`config.mk`:
```
export PLATFORM = sky130hd
export DESIGN_NAME = player_pos_ctl
export DESIGN_NICKNAME = d
export VERILOG_FILES = /design/src/rtl/player_pos_ctl.sv
export SDC_FILE = /design/constraint.sdc
export NUM_CORES = 1
export LEC_CHECK = 0
export BUFFER_PORTS_ARGS = -buffer_cell sky130_fd_sc_hd__buf_2
export CAP_MARGIN = 10
export CORE_MARGIN = 2
export CORE_UTILIZATION = 64
export DETAILED_ROUTE_END_ITERATION = 12
export HOLD_SLACK_MARGIN = 0.12
export PLACE_DENSITY = 0.86
export SYNTH_ARGS = -nofsm -noshare
export SYNTH_HDL_FRONTEND = slang
export SYNTH_SLANG_ARGS = --single-unit
export TNS_END_PERCENT = 5
```
`constraint.sdc`:
```
create_clock -name clk -period 5.68 [get_ports clk]
set_clock_uncertainty 0.1 [all_clocks]
set_input_delay 1.136 -clock clk [delete_from_list [all_inputs] [get_ports clk]]
set_output_delay 1.136 -clock clk [all_outputs]
set_load 0.02 [all_outputs]
```
`src/rtl/player_pos_ctl.sv`:
```
// rtl/player_pos_ctl.sv - frame-rate sprite position controller
// Walk, jump and gravity are applied once per frame, on the rising edge of vblnk.
module player_pos_ctl #(
  parameter int SPRITE_W = 48,
  parameter int SPRITE_H = 64,
  parameter int X_START  = 376,
  parameter int X_MAX    = 800 - SPRITE_W,
  parameter int Y_GROUND = 600 - SPRITE_H,
  parameter int STEP_X   = 4,
  parameter int JUMP_V   = 16,
  parameter int GRAV     = 1,
  parameter int V_MAX    = 16
) (
  input  logic        clk,
  input  logic        rst,
  input  logic        vblnk,
  input  logic        btn_left,
  input  logic        btn_right,
  input  logic        btn_jump,
  output logic [11:0] xpos,
  output logic [11:0] ypos,
  output logic        airborne
);

  localparam int VW = $clog2(((JUMP_V > V_MAX) ? JUMP_V : V_MAX) + 1);

  localparam logic [11:0]   XS = 12'(X_START);
  localparam logic [11:0]   XM = 12'(X_MAX);
  localparam logic [11:0]   YG = 12'(Y_GROUND);
  localparam logic [11:0]   SX = 12'(STEP_X);
  localparam logic [VW-1:0] JV = VW'(JUMP_V);
  localparam logic [VW-1:0] GV = VW'(GRAV);
  localparam logic [VW:0]   VM = (VW+1)'(V_MAX);

  typedef enum logic [1:0] {GROUND, RISE, FALL} state_e;

  state_e        state_q, state_d;
  logic [11:0]   xpos_q, xpos_d;
  logic [11:0]   ypos_q, ypos_d;
  logic [VW-1:0] vel_q, vel_d;
  logic          airborne_q, airborne_d;
  logic          vblnk_q;

  logic          frame_tick;
  logic [11:0]   vel_ext;
  logic [11:0]   y_nxt;
  logic [VW:0]   vel_inc;

  assign frame_tick = vblnk & ~vblnk_q;
  assign vel_ext    = {{(12-VW){1'b0}}, vel_q};
  assign y_nxt      = ypos_q + vel_ext;
  assign vel_inc    = {1'b0, vel_q} + {1'b0, GV};

  always_ff @(posedge clk) begin
    if (rst) begin
      vblnk_q    <= 1'b0;
      state_q    <= GROUND;
      xpos_q     <= XS;
      ypos_q     <= YG;
      vel_q      <= '0;
      airborne_q <= 1'b0;
    end else begin
      vblnk_q    <= vblnk;
      state_q    <= state_d;
      xpos_q     <= xpos_d;
      ypos_q     <= ypos_d;
      vel_q      <= vel_d;
      airborne_q <= airborne_d;
    end
  end

  always_comb begin
    state_d = state_q;
    xpos_d  = xpos_q;
    ypos_d  = ypos_q;
    vel_d   = vel_q;
    if (frame_tick) begin
      if (btn_left && !btn_right) begin
        xpos_d = (xpos_q < SX) ? 12'd0 : xpos_q - SX;
      end else if (btn_right && !btn_left) begin
        xpos_d = (xpos_q + SX >= XM) ? XM : xpos_q + SX;
      end
      unique case (state_q)
        GROUND: begin
          ypos_d = YG;
          if (btn_jump) begin
            vel_d   = JV;
            state_d = RISE;
          end
        end
        RISE: begin
          // Clip at the top row rather than letting ypos wrap below zero.
          if (vel_ext > ypos_q) begin
            ypos_d  = 12'd0;
            vel_d   = '0;
            state_d = FALL;
          end else begin
            ypos_d = ypos_q - vel_ext;
            if (vel_q <= GV) begin
              vel_d   = '0;
              state_d = FALL;
            end else begin
              vel_d = vel_q - GV;
            end
          end
        end
        FALL: begin
          if (y_nxt >= YG) begin
            ypos_d  = YG;
            vel_d   = '0;
            state_d = GROUND;
          end else begin
            ypos_d = y_nxt;
            vel_d  = (vel_inc > VM) ? VM[VW-1:0] : vel_inc[VW-1:0];
          end
        end
        default: begin
          state_d = GROUND;
          ypos_d  = YG;
          vel_d   = '0;
        end
      endcase
    end
  end

  always_comb begin
    airborne_d = (state_d != GROUND);
  end

  assign xpos     = xpos_q;
  assign ypos     = ypos_q;
  assign airborne = airborne_q;

endmodule

```
==> results by group, run 1 <==
Run status
  • Outcome: complete, no violations

Critical path
  • Most common cell on crit path: or3_1
  • CP Buf/Inv Count: 1
  • Max incr delay on CP: 560 ps
  • Worst path required time: 5780 ps
  • Worst r2r path cells: 11
  • CP max FO: 10
  • Crit-path leading delay family: simple AND/OR/NAND/NOR gates
  • Worst setup EP type: flip-flop
  • Slowest CP cell: dfxtp_1
  • Critical Path Stages: 11
  • Crit Path Class: flip-flop to flip-flop
  • Crit start category: flip-flop
  • Arrival time at the worst endpoint: 3700 ps
  • Critical-path cell list: ha_1, inv_1, fa_1, or3_1, a311oi_1, o32ai_1, a21oi_1, a41o_1, nand3_1, or3_1, a31oi_1

Timing
  • RSZ-0062 raised after global routing: false
  • Clock period minus worst slack: 3590 ps
  • Max Clk Rate: 278 MHz
  • Slew Limit Fails: 0
  • TNS Setup: 0 ps
  • Slew HR: 44.4%
  • Final setup vio count: 0
  • Final period util: 63.3%
  • Hold Vio Cnt, Final: 0
  • Tightest Pin Transition: 831 ps

Logic synthesis
  • Synth async-reset ratio: 0%
  • Sequential share of the synthesized area: 21.4%
  • Avg Inst Size Synth: 7.27 um2
  • Cell variety after synth: 62
  • Syn. warnings: 0
  • Count of flip-flops with a built-in enable after synthesis: 0
  • Seq cells post-synth: 31
  • Syn Std Cell Area: 2900 um2
  • Dominant register cell in the synthesized netlist: dfxtp_1
  • Syn Inst Count: 399

Route
  • DRC Markers: 0
  • 1st-pass router iterations: 5
  • Antenna-violating nets left: 0
  • Vias/cell: 6.90
  • Iter 0 DRT Violations: 493
  • WL per Instance: 17.3 um
  • Via Count: 3188
  • Final wirelength: 8000 um

Die
  • Die Y: 71.3 um
  • Chip width: 71.3 um
  • Initial core utilization: 66.6%
  • Io pins: 31
  • Die area: 5080 um2
  • # rows: 24
  • Core footprint: 4350 um2

Clocking
  • CTS sink cnt: 31
  • TritonCTS clock tree: done
  • CTS buffer count: 5
  • Hold Buf Count CTS: 0
  • Maximum buffer depth of the clock tree: 2
  • Post-CTS Setup Inserts: 0
  • Htree depth: 2
  • CTS clock-pin slew for the worst setup and hold paths: 60 ps
  • # resized after CTS: 0
  • Clk_lat worst skew: 280 ps
  • Root Buffer: clkbuf_8

Global route
  • Global-route wire length before repair: 13200 um
  • Vias in the first global route: 2816
  • Total GRT Usage: 31.7%
  • Largest net degree at the start of global routing: 31
  • Congestion Overflow GR: 0
  • Initial antenna violation count: 0

Cells and area
  • Filler cell count: 369
  • Fin util: 71.0%
  • Layout area overhead: 6.60%
  • Final std cells w/o fill: 462
  • Diode count: 0
  • Layout cells sized above 1: 10.5%
  • Final #Nets: 439

Power
  • Max IR drop VDD: 127 uV
  • Lkg Pwr: 1.18 nW
  • PwrDens: 179 nW/um2

Placement
  • Placed Cells: 455
  • I/O Buffers: 28
  • Post-DP HPWL: 5700 um
  • GPL Wtd Cong: 0.949

Hold path
  • Hold Path Depth: 2
  • HP Class: flip-flop to flip-flop

Job
  • Max Cap Violations: 0
==> registers in the layout (all words and copies together), names as in the netlist <==
register  cells
ypos         12
xpos         10
vel_q         5
state_q       2
airborne      1
vblnk_q       1
==> per-stage QoR <==
step | power [mW] | worst slack [ps] | hold WS [ps] | cell area (um2)
global placement | 0.373 | 2220 | 412 | 3000
CTS | 0.552 | 2150 | 447 | 3090
detailed placement | 0.376 | 2180 | 438 | 3000
global route | 0.581 | 1860 | 488 | 3090
floorplan | 0.345 | 2350 | 456 | 2900
finish | 0.554 | 2090 | 456 | 3090
==> cells by family after synthesis <==
logic type                 after synthesis  synth area share, %
adders and majority gates               23                 10.4
DFF                                     31                 21.4
muxes                                    5                 1.81
other                                    1                0.129
buffers and inverters                   52                 7.25
and+or+nand+nor                        142                 24.5
AOI/OAI and AO/OA                      135                 31.4
xor gates and xnor gates                10                 3.02
==> power breakdown <==
group          switching, mW  leakage, nW  internal [mW]
sequential            0.0146        0.252          0.225
clock                 0.0818       0.0470         0.0950
combinational         0.0891        0.883         0.0484
total                  0.186         1.18          0.368
==> path summary, 6_finish.rpt <==
kind	from	to	slack (ps)
worst max register to register	vel_q[0]$_SDFFE_PP0P_	ypos[1]$_SDFFE_PP0P_	2090
worst min-delay path	ypos[11]$_SDFFE_PP0P_	ypos[11]$_SDFFE_PP0P_	460
worst min register to register	ypos[11]$_SDFFE_PP0P_	ypos[11]$_SDFFE_PP0P_	460
worst max-delay path	vel_q[0]$_SDFFE_PP0P_	ypos[1]$_SDFFE_PP0P_	2090
==> cells in the final DEF (no fill, tap or decap), types with 7 or more instances in the layout <==
master,n
o21ai_0,20
ha_1,21
dfxtp_1,31
buf_2,28
a31oi_1,7
xnor2_1,9
nand3_1,16
nor2_1,35
nor2b_1,8
inv_1,26
a21oi_1,36
nand2_1,32
nor3_1,15
a211oi_1,7
==> cell type report <==
| cell class | count | area (um2) | share of cell area, % |
|---|---|---|---|
| multi-input cells | 317 | 2070 | 67.0 |
| well taps | 52 | 65.1 | 2.11 |
| inverters | 26 | 97.6 | 3.16 |
| flip-flops and latches | 31 | 621 | 20.1 |
| repair buffers | 29 | 148 | 4.78 |
| clock buffers | 6 | 82.6 | 2.67 |
| clock inverters | 1 | 5.00 | 0.162 |
==> synth_stat cells, drive strengths merged, types with 5 or more instances <==
library cell	number	area (um2)
ha	21	263
nand4	6	37.5
a31oi	7	43.8
xnor2	9	78.8
inv	26	97.6
clkbuf	21	78.8
nor2b	8	50.1
nor2	35	131
nand3	16	80.1
o21ai	20	100
a21oi	36	180
a211oi	7	52.6
or3	5	36.3
o211ai	6	45.0
nor4	5	31.3
dfxtp	31	621
o21a	6	45.0
nor3	15	75.1
nand2b	5	31.3
buf	5	33.8
nand2	32	120
o21bai	6	45.0
a21o	5	37.5
==> metal layers <==
| layer | GRT usage (%) | part of all wire [%] | vias to the layer above |
|---|---|---|---|
| met5 | 0 | 0 | - |
| met1 | 43.8 | 43 | 1475 |
| met4 | 10.7 | 2.3 | 0 |
| met2 | 51.2 | 46 | 197 |
| li1 | - | - | 1484 |
| met3 | 4.22 | 8.5 | 32 |
==> worst reg2reg max path: stages (launching register included) <==
cell and delay [ps]:
dfxtp_1 560, ha_1 250, inv_1 60, fa_1 440, or3_1 410, a311oi_1 300
o32ai_1 160, a21oi_1 160, a41o_1 230, nand3_1 280, or3_1 430, a31oi_1 150
No activity file was read; power rests on OpenSTA's default activity.
==> run 2, diff against run 1 <==
--- a/config.mk
+++ b/config.mk
@@ -5,13 +5,14 @@
 export SDC_FILE = /design/constraint.sdc
 export NUM_CORES = 1
 export LEC_CHECK = 0
+export ABC_AREA = 1
 export BUFFER_PORTS_ARGS = -buffer_cell sky130_fd_sc_hd__buf_2
 export CAP_MARGIN = 10
 export CORE_MARGIN = 2
-export CORE_UTILIZATION = 64
+export CORE_UTILIZATION = 54
 export DETAILED_ROUTE_END_ITERATION = 12
 export HOLD_SLACK_MARGIN = 0.12
-export PLACE_DENSITY = 0.86
+export PLACE_DENSITY = 0.77
 export SYNTH_ARGS = -nofsm -noshare
 export SYNTH_HDL_FRONTEND = slang
 export SYNTH_SLANG_ARGS = --single-unit
==> constraint.sdc (replaced) <==
create_clock -name clk -period 3.3 [get_ports clk]
set_clock_uncertainty 0.1 [all_clocks]
set_input_delay 0.66 -clock clk [delete_from_list [all_inputs] [get_ports clk]]
set_output_delay 0.66 -clock clk [all_outputs]
set_load 0.02 [all_outputs]
==> results by group, run 2 <==
Run status
  • Outcome: complete, no violations (unchanged)

Global route
  • Initial antenna violation count: 0 (unchanged)
  • Vias in the first global route: 2872 (was 2816)
  • Largest net degree at the start of global routing: 22 (was 31)
  • Global-route wire length before repair: 12700 um (was 13200 um)
  • Total GRT Usage: 25.6% (was 31.7%)
  • Congestion Overflow GR: 0 (unchanged)

Clocking
  • CTS sink cnt: 31 (unchanged)
  • Maximum buffer depth of the clock tree: 2 (unchanged)
  • Clk_lat worst skew: 290 ps (was 280 ps)
  • # resized after CTS: 0 (unchanged)
  • CTS clock-pin slew for the worst setup and hold paths: 70 ps (was 60 ps)
  • Hold Buf Count CTS: 0 (unchanged)
  • CTS buffer count: 5 (unchanged)
  • Htree depth: 2 (unchanged)
  • Post-CTS Setup Inserts: 0 (unchanged)
  • TritonCTS clock tree: done (unchanged)
  • Root Buffer: clkbuf_8 (unchanged)

Route
  • Via Count: 3078 (was 3188)
  • Final wirelength: 7440 um (was 8000 um)
  • WL per Instance: 13.1 um (was 17.3 um)
  • DRC Markers: 0 (unchanged)
  • Antenna-violating nets left: 0 (unchanged)
  • Iter 0 DRT Violations: 176 (was 493)
  • Vias/cell: 5.41 (was 6.90)
  • 1st-pass router iterations: 5 (unchanged)

Timing
  • Max Clk Rate: 338 MHz (was 278 MHz)
  • Final setup vio count: 0 (unchanged)
  • Slew HR: 59.9% (was 44.4%)
  • Clock period minus worst slack: 2960 ps (was 3590 ps)
  • Hold Vio Cnt, Final: 0 (unchanged)
  • Tightest Pin Transition: 601 ps (was 831 ps)
  • Slew Limit Fails: 0 (unchanged)
  • Final Worst Setup Slack: 340 ps (was 2090 ps)
  • Final period util: 89.7% (was 63.3%)
  • RSZ-0062 raised after global routing: false (unchanged)
  • TNS Setup: 0 ps (unchanged)
  • Min Hold Slack: 400 ps (was 456 ps)

Cells and area
  • Layout cells sized above 1: 14.7% (was 10.5%)
  • Max FFs per register: 12 (unchanged)
  • Diode count: 0 (unchanged)
  • Post-route cell area: 3240 um2 (was 3090 um2)
  • Commonest non-fill, non-tap cell in the layout: nand2_1 (was a21oi_1)
  • Filler cell count: 549 (was 369)
  • Multi-input logic area: 2030 um2 (was 2070 um2)
  • Storage cell area: 621 um2 (unchanged)
  • Final #Nets: 526 (was 439)
  • Commonest non-fill, non-tap cells in the layout: 139 x nand2_1, 61 x inv_1, 39 x nand3_1 (was 36 x a21oi_1, 35 x nor2_1, 32 x nand2_1)
  • Layout area overhead: 7.87% (was 6.60%)

Critical path
  • Crit start category: flip-flop (unchanged)
  • Critical-path cell list: ha_1, inv_1, fa_1, inv_1, nand2_1, nand2_2, nand4_1, nand2_1, nand3_2, a21oi_4, nand3_1, inv_1, nand2_1, a21oi_1 (was ha_1, inv_1, fa_1, or3_1, a311oi_1, o32ai_1, a21oi_1, a41o_1, nand3_1, or3_1, a31oi_1)
  • R2R Setup Slk: 340 ps (was 2090 ps)
  • CP max FO: 14 (was 10)
  • Worst r2r path cells: 14 (was 11)
  • Arrival time at the worst endpoint: 3070 ps (was 3700 ps)
  • Worst flop-to-flop path startpoint: vel_q[0]$_SDFFE_PP0P_ (unchanged)
  • Worst setup EP type: flip-flop (unchanged)
  • Slowest CP cell: dfxtp_1 (unchanged)
  • Worst path required time: 3410 ps (was 5780 ps)
  • FF-to-FF End: ypos[8]$_SDFFE_PP0P_ (was ypos[1]$_SDFFE_PP0P_)
  • Crit Path Class: flip-flop to flip-flop (unchanged)
  • Max incr delay on CP: 520 ps (was 560 ps)

Placement
  • I/O Buffers: 28 (unchanged)
  • Post-DP HPWL: 5590 um (was 5700 um)
  • Place WS: 400 ps (was 2180 ps)
  • Post-DP Area: 3150 um2 (was 3000 um2)
  • GPL Wtd Cong: 0.930 (was 0.949)

Power
  • Lkg Pwr: 1.62 nW (was 1.18 nW)
  • Max IR drop VDD: 196 uV (was 127 uV)
  • PwrDens: 296 nW/um2 (was 179 nW/um2)

Die
  • Io pins: 31 (unchanged)
  • Die Y: 78.6 um (was 71.3 um)
  • Core footprint: 5440 um2 (was 4350 um2)
  • Die area: 6180 um2 (was 5080 um2)
  • # rows: 27 (was 24)
  • Initial core utilization: 55.3% (was 66.6%)
  • Chip width: 78.6 um (was 71.3 um)

Logic synthesis
  • Cell variety after synth: 38 (was 62)
  • Syn. warnings: 0 (unchanged)
  • Count of flip-flops with a built-in enable after synthesis: 0 (unchanged)
  • Sequential share of the synthesized area: 20.6% (was 21.4%)
  • Most area-consuming cells after synthesis: dfxtp_1 21%, nand2_1 17%, ha_1 8.7%, inv_1 7.6%, nand3_1 6.5% (was dfxtp_1 21%, ha_1 9.1%, a21oi_1 6.2%, nor2_1 4.5%, nand2_1 4.1%)
  • Most frequent cells after synthesis: 139 x nand2_1, 61 x inv_1, 39 x nand3_1, 31 x dfxtp_1, 31 x nor2_1 (was 36 x a21oi_1, 35 x nor2_1, 32 x nand2_1, 31 x dfxtp_1, 26 x inv_1)
  • Post-synth top area cell: dfxtp_1 (unchanged)
  • Syn Inst Count: 474 (was 399)
  • Synth async-reset ratio: 0% (unchanged)
  • Syn Std Cell Area: 3010 um2 (was 2900 um2)
  • Top-count cell post-synth: nand2_1 (was a21oi_1)
  • Avg Inst Size Synth: 6.34 um2 (was 7.27 um2)
  • Synth top area share: 20.6% (was 21.4%)
  • Seq cells post-synth: 31 (unchanged)
  • Dominant register cell in the synthesized netlist: dfxtp_1 (unchanged)

Hold path
  • Min-Delay Endpoint: ypos[0]$_SDFFE_PP0P_ (was ypos[11]$_SDFFE_PP0P_)
  • Min-Delay Startpoint: ypos[0]$_SDFFE_PP0P_ (was ypos[11]$_SDFFE_PP0P_)
  • HP Class: flip-flop to flip-flop (unchanged)
  • Hold Path Depth: 2 (unchanged)

Job
  • Max Cap Violations: 0 (unchanged)
-- run 2: cell types whose count changed after synthesis, sizes merged, moves of 8 or more --
cell    change
nand2     +112
xor2       +21
inv        +41
clkbuf     -15
nor3        -8
nand4      +10
nand3      +25
nor2b       -8
-- run 2: final cells by class --
| cell class | count | area share, % |
|---|---|---|
| inverter | 68 | 7.87 |
| timing repair buffer | 31 | 5.02 |
| tap | 72 | 2.78 |
| clock buffer | 6 | 2.55 |
| clock inverter | 1 | 0.154 |
| multi-input combinational | 360 | 62.5 |
| sequential | 31 | 19.1 |
-- run 2: cell families (layout without fill, tap and decap cells) --
kind of cell | Yosys count | in the layout | share of synthesized area, %
xor+xnor | 26 | 26 | 7.58
simple gates | 249 | 249 | 36.7
compound gates | 60 | 60 | 12.8
flops | 31 | 31 | 20.6
buf+inv | 84 | 106 | 12.1
fa+ha+maj | 23 | 23 | 10.1
other cells | 1 | 2 | 0.125
-- run 2: worst max-delay path: cells and delay by family (launching register included) --
family,cells,cell delay [ps]
AND/OR/NAND/NOR,7,780
adder cells (fa/ha/maj),2,650
AO/OA/AOI/OAI,2,560
flip-flops,1,520
buffers and inverters,3,270
-- run 2: stage by stage --
stage	instances	power [mW]	utilization [%]
2_1_floorplan	475	0.612	-
3_3_place_gp	562	0.660	58.0
3_5_place_dp	562	0.662	58.0
4_1_cts	569	0.972	59.6
5_1_grt	569	1.03	59.6
6_report	569	0.961	59.6
-- run 2: worst max path at each step --
stage	from	cells past startpoint	endpoint	slack, ps
floorplan	ypos[0]$_SDFFE_PP0P_	16	ypos[3]$_SDFFE_PP1P_	910
global placement	vel_q[0]$_SDFFE_PP0P_	14	ypos[8]$_SDFFE_PP0P_	470
detailed placement	vel_q[0]$_SDFFE_PP0P_	14	ypos[1]$_SDFFE_PP0P_	400
CTS	vel_q[0]$_SDFFE_PP0P_	14	ypos[1]$_SDFFE_PP0P_	400
global route	vel_q[0]$_SDFFE_PP0P_	14	ypos[8]$_SDFFE_PP0P_	100
finish	vel_q[0]$_SDFFE_PP0P_	14	ypos[8]$_SDFFE_PP0P_	340
-- run 2: routing by layer --
| metal | track usage [%] | vias up | part of all wire, % |
|---|---|---|---|
| li1 | - | 1563 | - |
| met4 | 9.65 | 0 | 1.4 |
| met5 | 0 | - | 0 |
| met3 | 4.71 | 11 | 7.1 |
| met2 | 43.2 | 108 | 49 |
| met1 | 32.4 | 1396 | 43 |
-- run 2: power breakdown --
part / total (mW) / leakage, nW / switching, mW / internal, mW
clock: 0.302 / 0.0470 / 0.139 / 0.163
combinational: 0.248 / 1.33 / 0.168 / 0.0803
sequential: 0.410 / 0.252 / 0.0222 / 0.388
